$ cat src/rtl/lcd_frame_streamer_pkg.sv
// Shared opcodes, word format and FSM encoding for the ST7789V3 windowed frame writer.
package lcd_frame_streamer_pkg;

  localparam logic [7:0] CMD_CASET = 8'h2A;
  localparam logic [7:0] CMD_RASET = 8'h2B;
  localparam logic [7:0] CMD_RAMWR = 8'h2C;
  localparam int         DC_BIT    = 8;

  typedef enum logic [2:0] {
    ST_IDLE,
    ST_CASET,
    ST_RASET,
    ST_RAMWR,
    ST_STREAM
  } state_t;

  function automatic logic [DC_BIT:0] mk_word(input logic dc, input logic [7:0] b);
    return {dc, b};
  endfunction

  // Address-set parameter n (1..4): start hi, start lo, end hi, end lo.
  function automatic logic [7:0] addr_param(input logic [2:0] n, input logic [15:0] s,
                                            input logic [15:0] e);
    case (n)
      3'd1:    return s[15:8];
      3'd2:    return s[7:0];
      3'd3:    return e[15:8];
      3'd4:    return e[7:0];
      default: return 8'h00;
    endcase
  endfunction

endpackage

$ cat src/rtl/lcd_pixel_packer.sv
// Turns 16-bit pixels into D/C=1 byte words (RGB565: 2 per pixel, RGB444: 3 per pair).
// Word register plus one pending word; a pixel is taken only when both will be free.
module lcd_pixel_packer
  import lcd_frame_streamer_pkg::*;
#(
  parameter int WORD_WIDTH = 9
) (
  input  logic                  clk,
  input  logic                  rst,
  input  logic                  en,
  input  logic                  mode_444,
  input  logic                  pix_last,
  input  logic                  pix_valid,
  output logic                  pix_ready,
  input  logic [15:0]           pix_data,
  input  logic                  out_ready,
  output logic                  word_vld,
  output logic [WORD_WIDTH-1:0] word_dat,
  output logic                  word_last
);

  logic       take;
  logic       half;
  logic       pend_vld;
  logic       pend_last;
  logic [7:0] o_byte;
  logic [7:0] pend_byte;
  logic [3:0] nib;

  assign pix_ready = en && !pend_vld && (!word_vld || out_ready);
  assign take      = pix_valid && pix_ready;
  assign word_dat  = WORD_WIDTH'(mk_word(1'b1, o_byte));

  always_ff @(posedge clk) begin
    if (rst) begin
      word_vld  <= 1'b0;
      word_last <= 1'b0;
      o_byte    <= 8'h00;
      pend_vld  <= 1'b0;
      pend_last <= 1'b0;
      pend_byte <= 8'h00;
      half      <= 1'b0;
      nib       <= 4'h0;
    end else if (take) begin
      word_vld  <= 1'b1;
      word_last <= 1'b0;
      pend_last <= pix_last;
      if (!mode_444) begin
        o_byte    <= pix_data[15:8];
        pend_byte <= pix_data[7:0];
        pend_vld  <= 1'b1;
      end else if (!half) begin
        // First of a pair: B waits for the partner pixel unless this is the last one.
        o_byte    <= pix_data[11:4];
        pend_byte <= {pix_data[3:0], 4'h0};
        pend_vld  <= pix_last;
        half      <= !pix_last;
        nib       <= pix_data[3:0];
      end else begin
        o_byte    <= {nib, pix_data[11:8]};
        pend_byte <= pix_data[7:0];
        pend_vld  <= 1'b1;
        half      <= 1'b0;
      end
    end else if (word_vld && out_ready) begin
      word_vld  <= pend_vld;
      word_last <= pend_vld && pend_last;
      o_byte    <= pend_byte;
      pend_vld  <= 1'b0;
    end
  end

endmodule

$ cat src/rtl/lcd_frame_streamer.sv
// Windowed ST7789V3 frame writer: CASET/RASET/RAMWR then packed pixel stream; first word
// one cycle after start, out_data held while out_ready is low, pixels stall with the packer.
module lcd_frame_streamer
  import lcd_frame_streamer_pkg::*;
#(
  parameter int COORD_WIDTH   = 9,
  parameter int MAX_X         = 239,
  parameter int MAX_Y         = 319,
  parameter int WORD_WIDTH    = 9,
  parameter int PIX_CNT_WIDTH = 2 * COORD_WIDTH
) (
  input  logic                   clk,
  input  logic                   rst,
  input  logic                   init_done,
  input  logic                   start,
  input  logic [COORD_WIDTH-1:0] x0,
  input  logic [COORD_WIDTH-1:0] x1,
  input  logic [COORD_WIDTH-1:0] y0,
  input  logic [COORD_WIDTH-1:0] y1,
  input  logic                   mode_444,
  input  logic                   continuous,
  input  logic                   stop,
  input  logic                   pix_valid,
  output logic                   pix_ready,
  input  logic [15:0]            pix_data,
  output logic                   out_valid,
  input  logic                   out_ready,
  output logic [WORD_WIDTH-1:0]  out_data,
  output logic                   busy,
  output logic                   frame_done,
  output logic                   start_err
);

  localparam logic [COORD_WIDTH-1:0] MAX_X_C = COORD_WIDTH'(MAX_X);
  localparam logic [COORD_WIDTH-1:0] MAX_Y_C = COORD_WIDTH'(MAX_Y);

  state_t                   state;
  logic [2:0]               idx;
  logic                     cmd_vld;
  logic [WORD_WIDTH-1:0]    cmd_dat;
  logic [COORD_WIDTH-1:0]   x0_l, x1_l, y0_l, y1_l;
  logic                     m444_l, cont_l, stop_flag;
  logic [PIX_CNT_WIDTH-1:0] npix, pix_cnt, w_span, h_span, npix_calc;
  logic [15:0]              win_s, win_e;
  logic                     bad, cmd_acc, pix_take, pix_en, pix_last, frame_end;
  logic                     pk_vld, pk_last;
  logic [WORD_WIDTH-1:0]    pk_dat;

  assign bad       = (x1 < x0) || (y1 < y0) || (x1 > MAX_X_C) || (y1 > MAX_Y_C);
  assign w_span    = PIX_CNT_WIDTH'(x1 - x0) + PIX_CNT_WIDTH'(1);
  assign h_span    = PIX_CNT_WIDTH'(y1 - y0) + PIX_CNT_WIDTH'(1);
  assign npix_calc = w_span * h_span;
  assign win_s     = (state == ST_RASET) ? 16'(y0_l) : 16'(x0_l);
  assign win_e     = (state == ST_RASET) ? 16'(y1_l) : 16'(x1_l);

  assign cmd_acc   = cmd_vld && out_ready;
  assign pix_take  = pix_valid && pix_ready;
  assign pix_en    = (state == ST_STREAM) && (pix_cnt != npix);
  assign pix_last  = (pix_cnt == npix - PIX_CNT_WIDTH'(1));
  assign frame_end = (state == ST_STREAM) && pk_vld && pk_last && out_ready;

  assign out_valid  = cmd_vld || pk_vld;
  assign out_data   = cmd_vld ? cmd_dat : (pk_vld ? pk_dat : '0);
  assign busy       = (state != ST_IDLE);
  assign frame_done = frame_end;

  lcd_pixel_packer #(.WORD_WIDTH(WORD_WIDTH)) u_packer (
    .clk       (clk),
    .rst       (rst),
    .en        (pix_en),
    .mode_444  (m444_l),
    .pix_last  (pix_last),
    .pix_valid (pix_valid),
    .pix_ready (pix_ready),
    .pix_data  (pix_data),
    .out_ready (out_ready),
    .word_vld  (pk_vld),
    .word_dat  (pk_dat),
    .word_last (pk_last)
  );

  always_ff @(posedge clk) begin
    if (rst) begin
      state     <= ST_IDLE;
      idx       <= 3'd0;
      cmd_vld   <= 1'b0;
      cmd_dat   <= '0;
      x0_l      <= '0;
      x1_l      <= '0;
      y0_l      <= '0;
      y1_l      <= '0;
      m444_l    <= 1'b0;
      cont_l    <= 1'b0;
      stop_flag <= 1'b0;
      npix      <= '0;
      pix_cnt   <= '0;
      start_err <= 1'b0;
    end else begin
      start_err <= 1'b0;
      if (stop && state != ST_IDLE) stop_flag <= 1'b1;
      if (pix_take) pix_cnt <= pix_cnt + PIX_CNT_WIDTH'(1);
      case (state)
        ST_IDLE: begin
          if (start && init_done) begin
            if (bad) begin
              start_err <= 1'b1;
            end else begin
              state     <= ST_CASET;
              x0_l      <= x0;
              x1_l      <= x1;
              y0_l      <= y0;
              y1_l      <= y1;
              m444_l    <= mode_444;
              cont_l    <= continuous;
              npix      <= npix_calc;
              pix_cnt   <= '0;
              stop_flag <= 1'b0;
              idx       <= 3'd0;
              cmd_vld   <= 1'b1;
              cmd_dat   <= WORD_WIDTH'(mk_word(1'b0, CMD_CASET));
            end
          end
        end
        ST_CASET, ST_RASET: begin
          if (cmd_acc) begin
            if (idx == 3'd4) begin
              idx <= 3'd0;
              if (state == ST_CASET) begin
                state   <= ST_RASET;
                cmd_dat <= WORD_WIDTH'(mk_word(1'b0, CMD_RASET));
              end else begin
                state   <= ST_RAMWR;
                cmd_dat <= WORD_WIDTH'(mk_word(1'b0, CMD_RAMWR));
              end
            end else begin
              idx     <= idx + 3'd1;
              cmd_dat <= WORD_WIDTH'(mk_word(1'b1, addr_param(idx + 3'd1, win_s, win_e)));
            end
          end
        end
        ST_RAMWR: begin
          if (cmd_acc) begin
            state   <= ST_STREAM;
            cmd_vld <= 1'b0;
            pix_cnt <= '0;
          end
        end
        ST_STREAM: begin
          if (frame_end) begin
            pix_cnt <= '0;
            // A stop arriving with the last word still ends the run.
            if (cont_l && !stop_flag && !stop) begin
              state   <= ST_RAMWR;
              cmd_vld <= 1'b1;
              cmd_dat <= WORD_WIDTH'(mk_word(1'b0, CMD_RAMWR));
            end else begin
              state     <= ST_IDLE;
              stop_flag <= 1'b0;
            end
          end
        end
        default: state <= ST_IDLE;
      endcase
    end
  end

endmodule

$ cat config.mk
export PLATFORM = sky130hd
export DESIGN_NAME = lcd_frame_streamer
export DESIGN_NICKNAME = d
export VERILOG_FILES = /design/src/rtl/lcd_frame_streamer_pkg.sv /design/src/rtl/lcd_pixel_packer.sv /design/src/rtl/lcd_frame_streamer.sv
export SDC_FILE = /design/constraint.sdc
export NUM_CORES = 1
export LEC_CHECK = 0
export CORE_MARGIN = 2
export CORE_UTILIZATION = 40
export DETAILED_ROUTE_END_ITERATION = 8
export SLEW_MARGIN = 20
export SYNTH_ARGS = -nofsm -noshare
export SYNTH_HDL_FRONTEND = slang
export SYNTH_SLANG_ARGS = --single-unit
export TNS_END_PERCENT = 5
$ cat constraint.sdc
create_clock -name clk -period 8.72 [get_ports clk]
set_clock_uncertainty 0.2 [all_clocks]
set_input_delay 0.872 -clock clk [delete_from_list [all_inputs] [get_ports clk]]
set_output_delay 0.872 -clock clk [all_outputs]
set_load 0.03 [all_outputs]
---- Word level (Yosys, flattened, before mapping) ----
Index checks and enable logic that the tools add are counted.
storage, ports and cells
  register bits ........................... 117
  input bits .............................. 61
  output and inout port bits .............. 14
  word-level logic and storage cells ...... 155
cells by class
  add/subtract/negate cells ............... 7
  multipliers ............................. 1
  magnitude comparators ................... 4
  equality and inequality tests ........... 18
  multiplexer cells ....................... 59
  bitwise logic cells ..................... 4
  reduce and logical (&&, ||, !) cells .... 40
operator list
  cell                                                           count
  2-to-1 mux 18 bit                                              5
  2-to-1 mux 9 bit                                               10
  case mux 18 bit (3 select lines)                               1
  2-to-1 mux 8 bit                                               6
  2-to-1 mux 3 bit                                               11
  case mux 8 bit (4 select lines)                                1
  case mux 9 bit (3 select lines)                                1
  adder 10 x 2 -> 11 bit, second input constant                  2
  subtractor 9 x 9 -> 10 bit                                     2
  2-to-1 mux 1 bit                                               19
  adder 18 x 1 -> 18 bit, second input constant                  1
  == test 18 bit                                                 1
  less-than comparator 9 bit                                     2
  multiplier 11 x 11 -> 18 bit                                   1
  != test 18 bit                                                 1
  AND reduction 6 bit                                            3
  subtractor 18 x 1 -> 18 bit, second input constant             1
  logical AND 1 bit                                              14
  == test 3 x 2 -> 1 bit, second input constant                  4
  != test 2 bit, second input constant                           6
  case mux 3 bit (4 select lines)                                1
  == test 3 bit, second input constant                           3
  greater-than comparator 9 x 8 -> 1 bit, second input constant  1
  greater-than comparator 9 bit, second input constant           1
  other kinds (18)                                               35

---- Depth between registers and ports, before layout ----
  word-level depth ........................ 9
  mapped depth ............................ 31
  gate-level depth less buffers ........... 30

---- Cells and area by module ----
Synthesis repeated with hierarchy kept, for this count alone.
unflattened totals
  cells, all modules ...................... 1413
  area total of the unflattened synthesis .. 11270.8 µm²
by module, submodules not included
  module              times used  cells each  area each (µm²)  seq. area each (µm²)
  lcd_frame_streamer  1           1270        9984.6           1841.8
  lcd_pixel_packer    1           143         1286.2           500.5

---- Least setup slack after synthesis ----
Ideal clock, no wire load.
  path kind ............................... input to register
  start ................................... input port y1[0]
  end ..................................... register npix[16]
  library setup time ...................... 62 ps
  arrival time ............................ 7261 ps
  required time ........................... 8458 ps
  slack ................................... 1197 ps
  stages on the path ...................... 28
  path buffers ............................ 0
  cells stage by stage .................... inv_1 > ha_1 > fa_1 > and2b_1 > o2111ai_1 > and3_1 > o31ai_1 > o2111ai_1 > or3_1 > and2_1 > inv_1 > nand2_1 > fa_1 > fa_1 > inv_1 > fa_1 > fa_1 > inv_1 > fa_1 > inv_1 > ha_1 > a21boi_0 > o21ai_0 > a21oi_1 > o21a_1 > o41ai_1 > or4_1 > nand3_1
between the ends
  cells in the longest elaborated chain, start to end .. 6
  elaborated cells on any way between the ends .. 10
  classes of those cells .................. add/sub: 2; mul: 1; order compare: 2; bitwise: 1; reduce/logical: 4
RTL lines
  element                                                               RTL line                   source
  start: declaration                                                    lcd_frame_streamer.sv:19   input logic [COORD_WIDTH-1:0] y1,
  branches (longest 6 deep; another with multiplier 11 x 11 -> 18 bit)  --
  end signal: assignment                                                lcd_frame_streamer.sv:115  npix <= npix_calc;
  end: declaration                                                      lcd_frame_streamer.sv:43   logic [PIX_CNT_WIDTH-1:0] npix, pix_cnt, w_span, h_span, npix_calc;
Several ways; the timed one is not identified.
A chain may end at the register's enable or synchronous reset.

---- Worst setup path in the final report ----
Ends and elaborated chain as after synthesis.

==> run_results.csv <==
group,metric,value,unit
run_status,status,"complete, no violations",
timing,setup_viol,0,
timing,hold_viol,0,
placed_design,place.gp.congestion,0.883,
logic_synthesis,yosysWarningCount,0,
logic_synthesis,syn_nets,1651,
timing,drv_slew,0,
finish,drive_gt1_share,5.04,%
route,drtPass1Iterations,5,
critical_path,path_common_cell,"fa_1",
clock_tree,postCtsSetupBuffers,0,
die,start_util,40.7,%
grt,grt_pass1_wl,46.9,mm
logic_synthesis,avgSynthCellArea,7.68,um2
route,wirelength,28.2,mm
finish,final_common_cell,"nand2_1",
logic_synthesis,synthArstFlopShare,0,%
grt,antenna_found_initial,0,
finish,nets,1700,
clock_tree,cts_max_level,4,
clock_tree,clk_latency,420,ps
logic_synthesis,seq_area_frac_synth,21.4,%
timing,max_freq,0.122,GHz
logic_synthesis,synth_area,0.0110,mm2
logic_synthesis,yosys-top-cells-area,"dfxtp_1 21%, fa_1 17%, nand2_1 8.3%",
route,drt_iter0_drc,592,
grt,grt_usage,20.2,%
route,drc_errors,0,
clock_tree,holdBufCountCts,0,
timing,relSlewSlack,28.0,%
grt,grt_pass1_vias,9203,
critical_path,path_max_fanout,5,
clock_tree,cts_buffers,17,
clock_tree,clk_path_buf_depth,2,
critical_path,cp_slowest_stage_delay,540,ps
clock_tree,clkTransAtPathRegs,60,ps
die,core-area,0.0270,mm2
hold_path,holdPathStages,2,
timing,period_minus_slack,8210,ps
placed_design,port_buffers,74,
finish,area_growth,15.3,%
logic_synthesis,synth_edf_count,0,
logic_synthesis,ys_ff_latch,117,
critical_path,critPathKind,"in2reg",
timing,tightest_slew,1080,ps
logic_synthesis,synth_top_flop_cell,"dfxtp_1",
route,ant_nets,0,
timing,rsz0062_at_grt,"no",
grt,grt_overflow,0,
logic_synthesis,synthDistinctLibCells,62,
critical_path,critPathRequiredTime,8880,ps
clock_tree,root_buffer,"clkbuf_16",
finish,post-route-util,46.9,%
timing,hold_ws,253,ps
route,wl_per_cell,15.4,um
finish,diodes,0,
timing,finalCritPeriodShare,94.1,%
logic_synthesis,yosysTopAreaCell,"dfxtp_1",
clock_tree,cts-resized-gates,0,
die,die_width,170,um
timing,setup_tns,0,ps
route,via_count,9401,
job,cap_violations,0,
hold_path,hp-class,"reg2reg",
critical_path,crit_arrival,8370,ps
die,die_area,0.0288,mm2
grt,grt_max_degree,90,
die,rows,60,
clock_tree,cts_sinks,117,
logic_synthesis,netlist_instances,1427,
critical_path,ff2ff_path_depth,8,
finish,final_cell_mix,"242 x nand2_1, 191 x inv_1, 124 x nor2_1",
route,viasPerCell,5.14,
die,fp.dieH,170,um
logic_synthesis,yosysTopAreaCellShare,21.4,%
die,pin_count,75,
critical_path,cp-end-kind,"flop",
placed_design,dp.final_hpwl,21.9,mm
clock_tree,cts_tree,"done",
critical_path,cp_slowest_cell,"fa_1",
critical_path,start_kind,"input port",
==> state kept, by name (all words and copies together), names as in the netlist <==
name and cells:
u_packer.word_last 1, cmd_dat 9, u_packer.nib 4, idx 3
m444_l 1, u_packer.half 1, y1_l 9, stop_flag 1
cmd_vld 1, state 3, u_packer.word_vld 1, x1_l 9
pix_cnt 18, y0_l 9, cont_l 1, u_packer.pend_vld 1
u_packer.pend_last 1, u_packer.pend_byte 8, u_packer.o_byte 8, npix 18
start_err 1, x0_l 9
==> per-stage QoR <==
stage	std cells	instance area [um2]	setup WS, ps
after floorplan	1427	11000	1200
after global placement	1798	12000	318
after detailed placement	1798	12000	149
after CTS	1830	12600	579
after global routing	1830	12600	140
final	1830	12600	511
==> metal layers <==
metal / global-route usage (%) / wire [um] / vias up
met2: 33.8 / 13000 / 184
met3: 2.89 / 1010 / 26
met4: 4.20 / 311 / 0
met1: 27.9 / 13900 / 4484
li1: - / - / 4707
met5: 0 / 0 / -
==> final timing paths <==
kind,slack [ps],startpoint,endpoint
worst min register to register,250,cont_l$_SDFFE_PP0P_,cont_l$_SDFFE_PP0P_
worst max register to register,5320,state[0]$_SDFFE_PP0P_,pix_cnt[14]$_SDFF_PP0_
worst min-delay path,250,cont_l$_SDFFE_PP0P_,cont_l$_SDFFE_PP0P_
worst max-delay path,510,y1[0],npix[16]$_SDFFE_PP0P_
==> synthesized netlist by cell type, types with 6 or more instances <==
cell,instances
a21oi_1,116
a311oi_1,8
and2_1,41
and3_1,9
clkbuf_1,61
dfxtp_1,117
fa_1,94
ha_1,69
inv_1,191
mux2_2,6
mux2i_1,20
nand2_1,242
nand2b_1,13
nand3_1,31
nand4_1,9
nor2_1,124
nor2b_1,9
nor3_1,31
nor4_1,8
o21a_1,7
o21ai_0,41
or2_2,8
or3_1,10
xnor2_1,48
xor2_1,34
==> cell families (layout without fill, tap and decap cells) <==
family          Yosys count  after routing  share of synthesized area [%]
compound gates          226            226                           12.3
buf+inv                 257            319                           8.87
mux                      26             26                           2.44
xor+xnor                 85             85                           7.17
flops                   117            117                           21.4
fa+ha+maj               163            163                           25.0
simple gates            553            553                           22.8
==> cell type report <==
cell class | instances | area [um2]
clock inverter | 15 | 170
multi-input combinational | 1053 | 7660
timing repair buffer | 96 | 903
inverter | 191 | 717
tap | 341 | 427
sequential | 117 | 2340
fill | 2652 | 14300
clock buffer | 17 | 425
==> critical path: cells and delay by family <==
| kind | cells | cell delay [ps] |
|---|---|---|
| AO/OA/AOI/OAI | 8 | 1570 |
| buffers and inverters | 6 | 810 |
| AND/OR/NAND/NOR | 7 | 1630 |
| adder cells (fa/ha/maj) | 8 | 3470 |
Power is not shown: default switching activity piles up to over one toggle a cycle in this logic, so the estimate is an artifact.
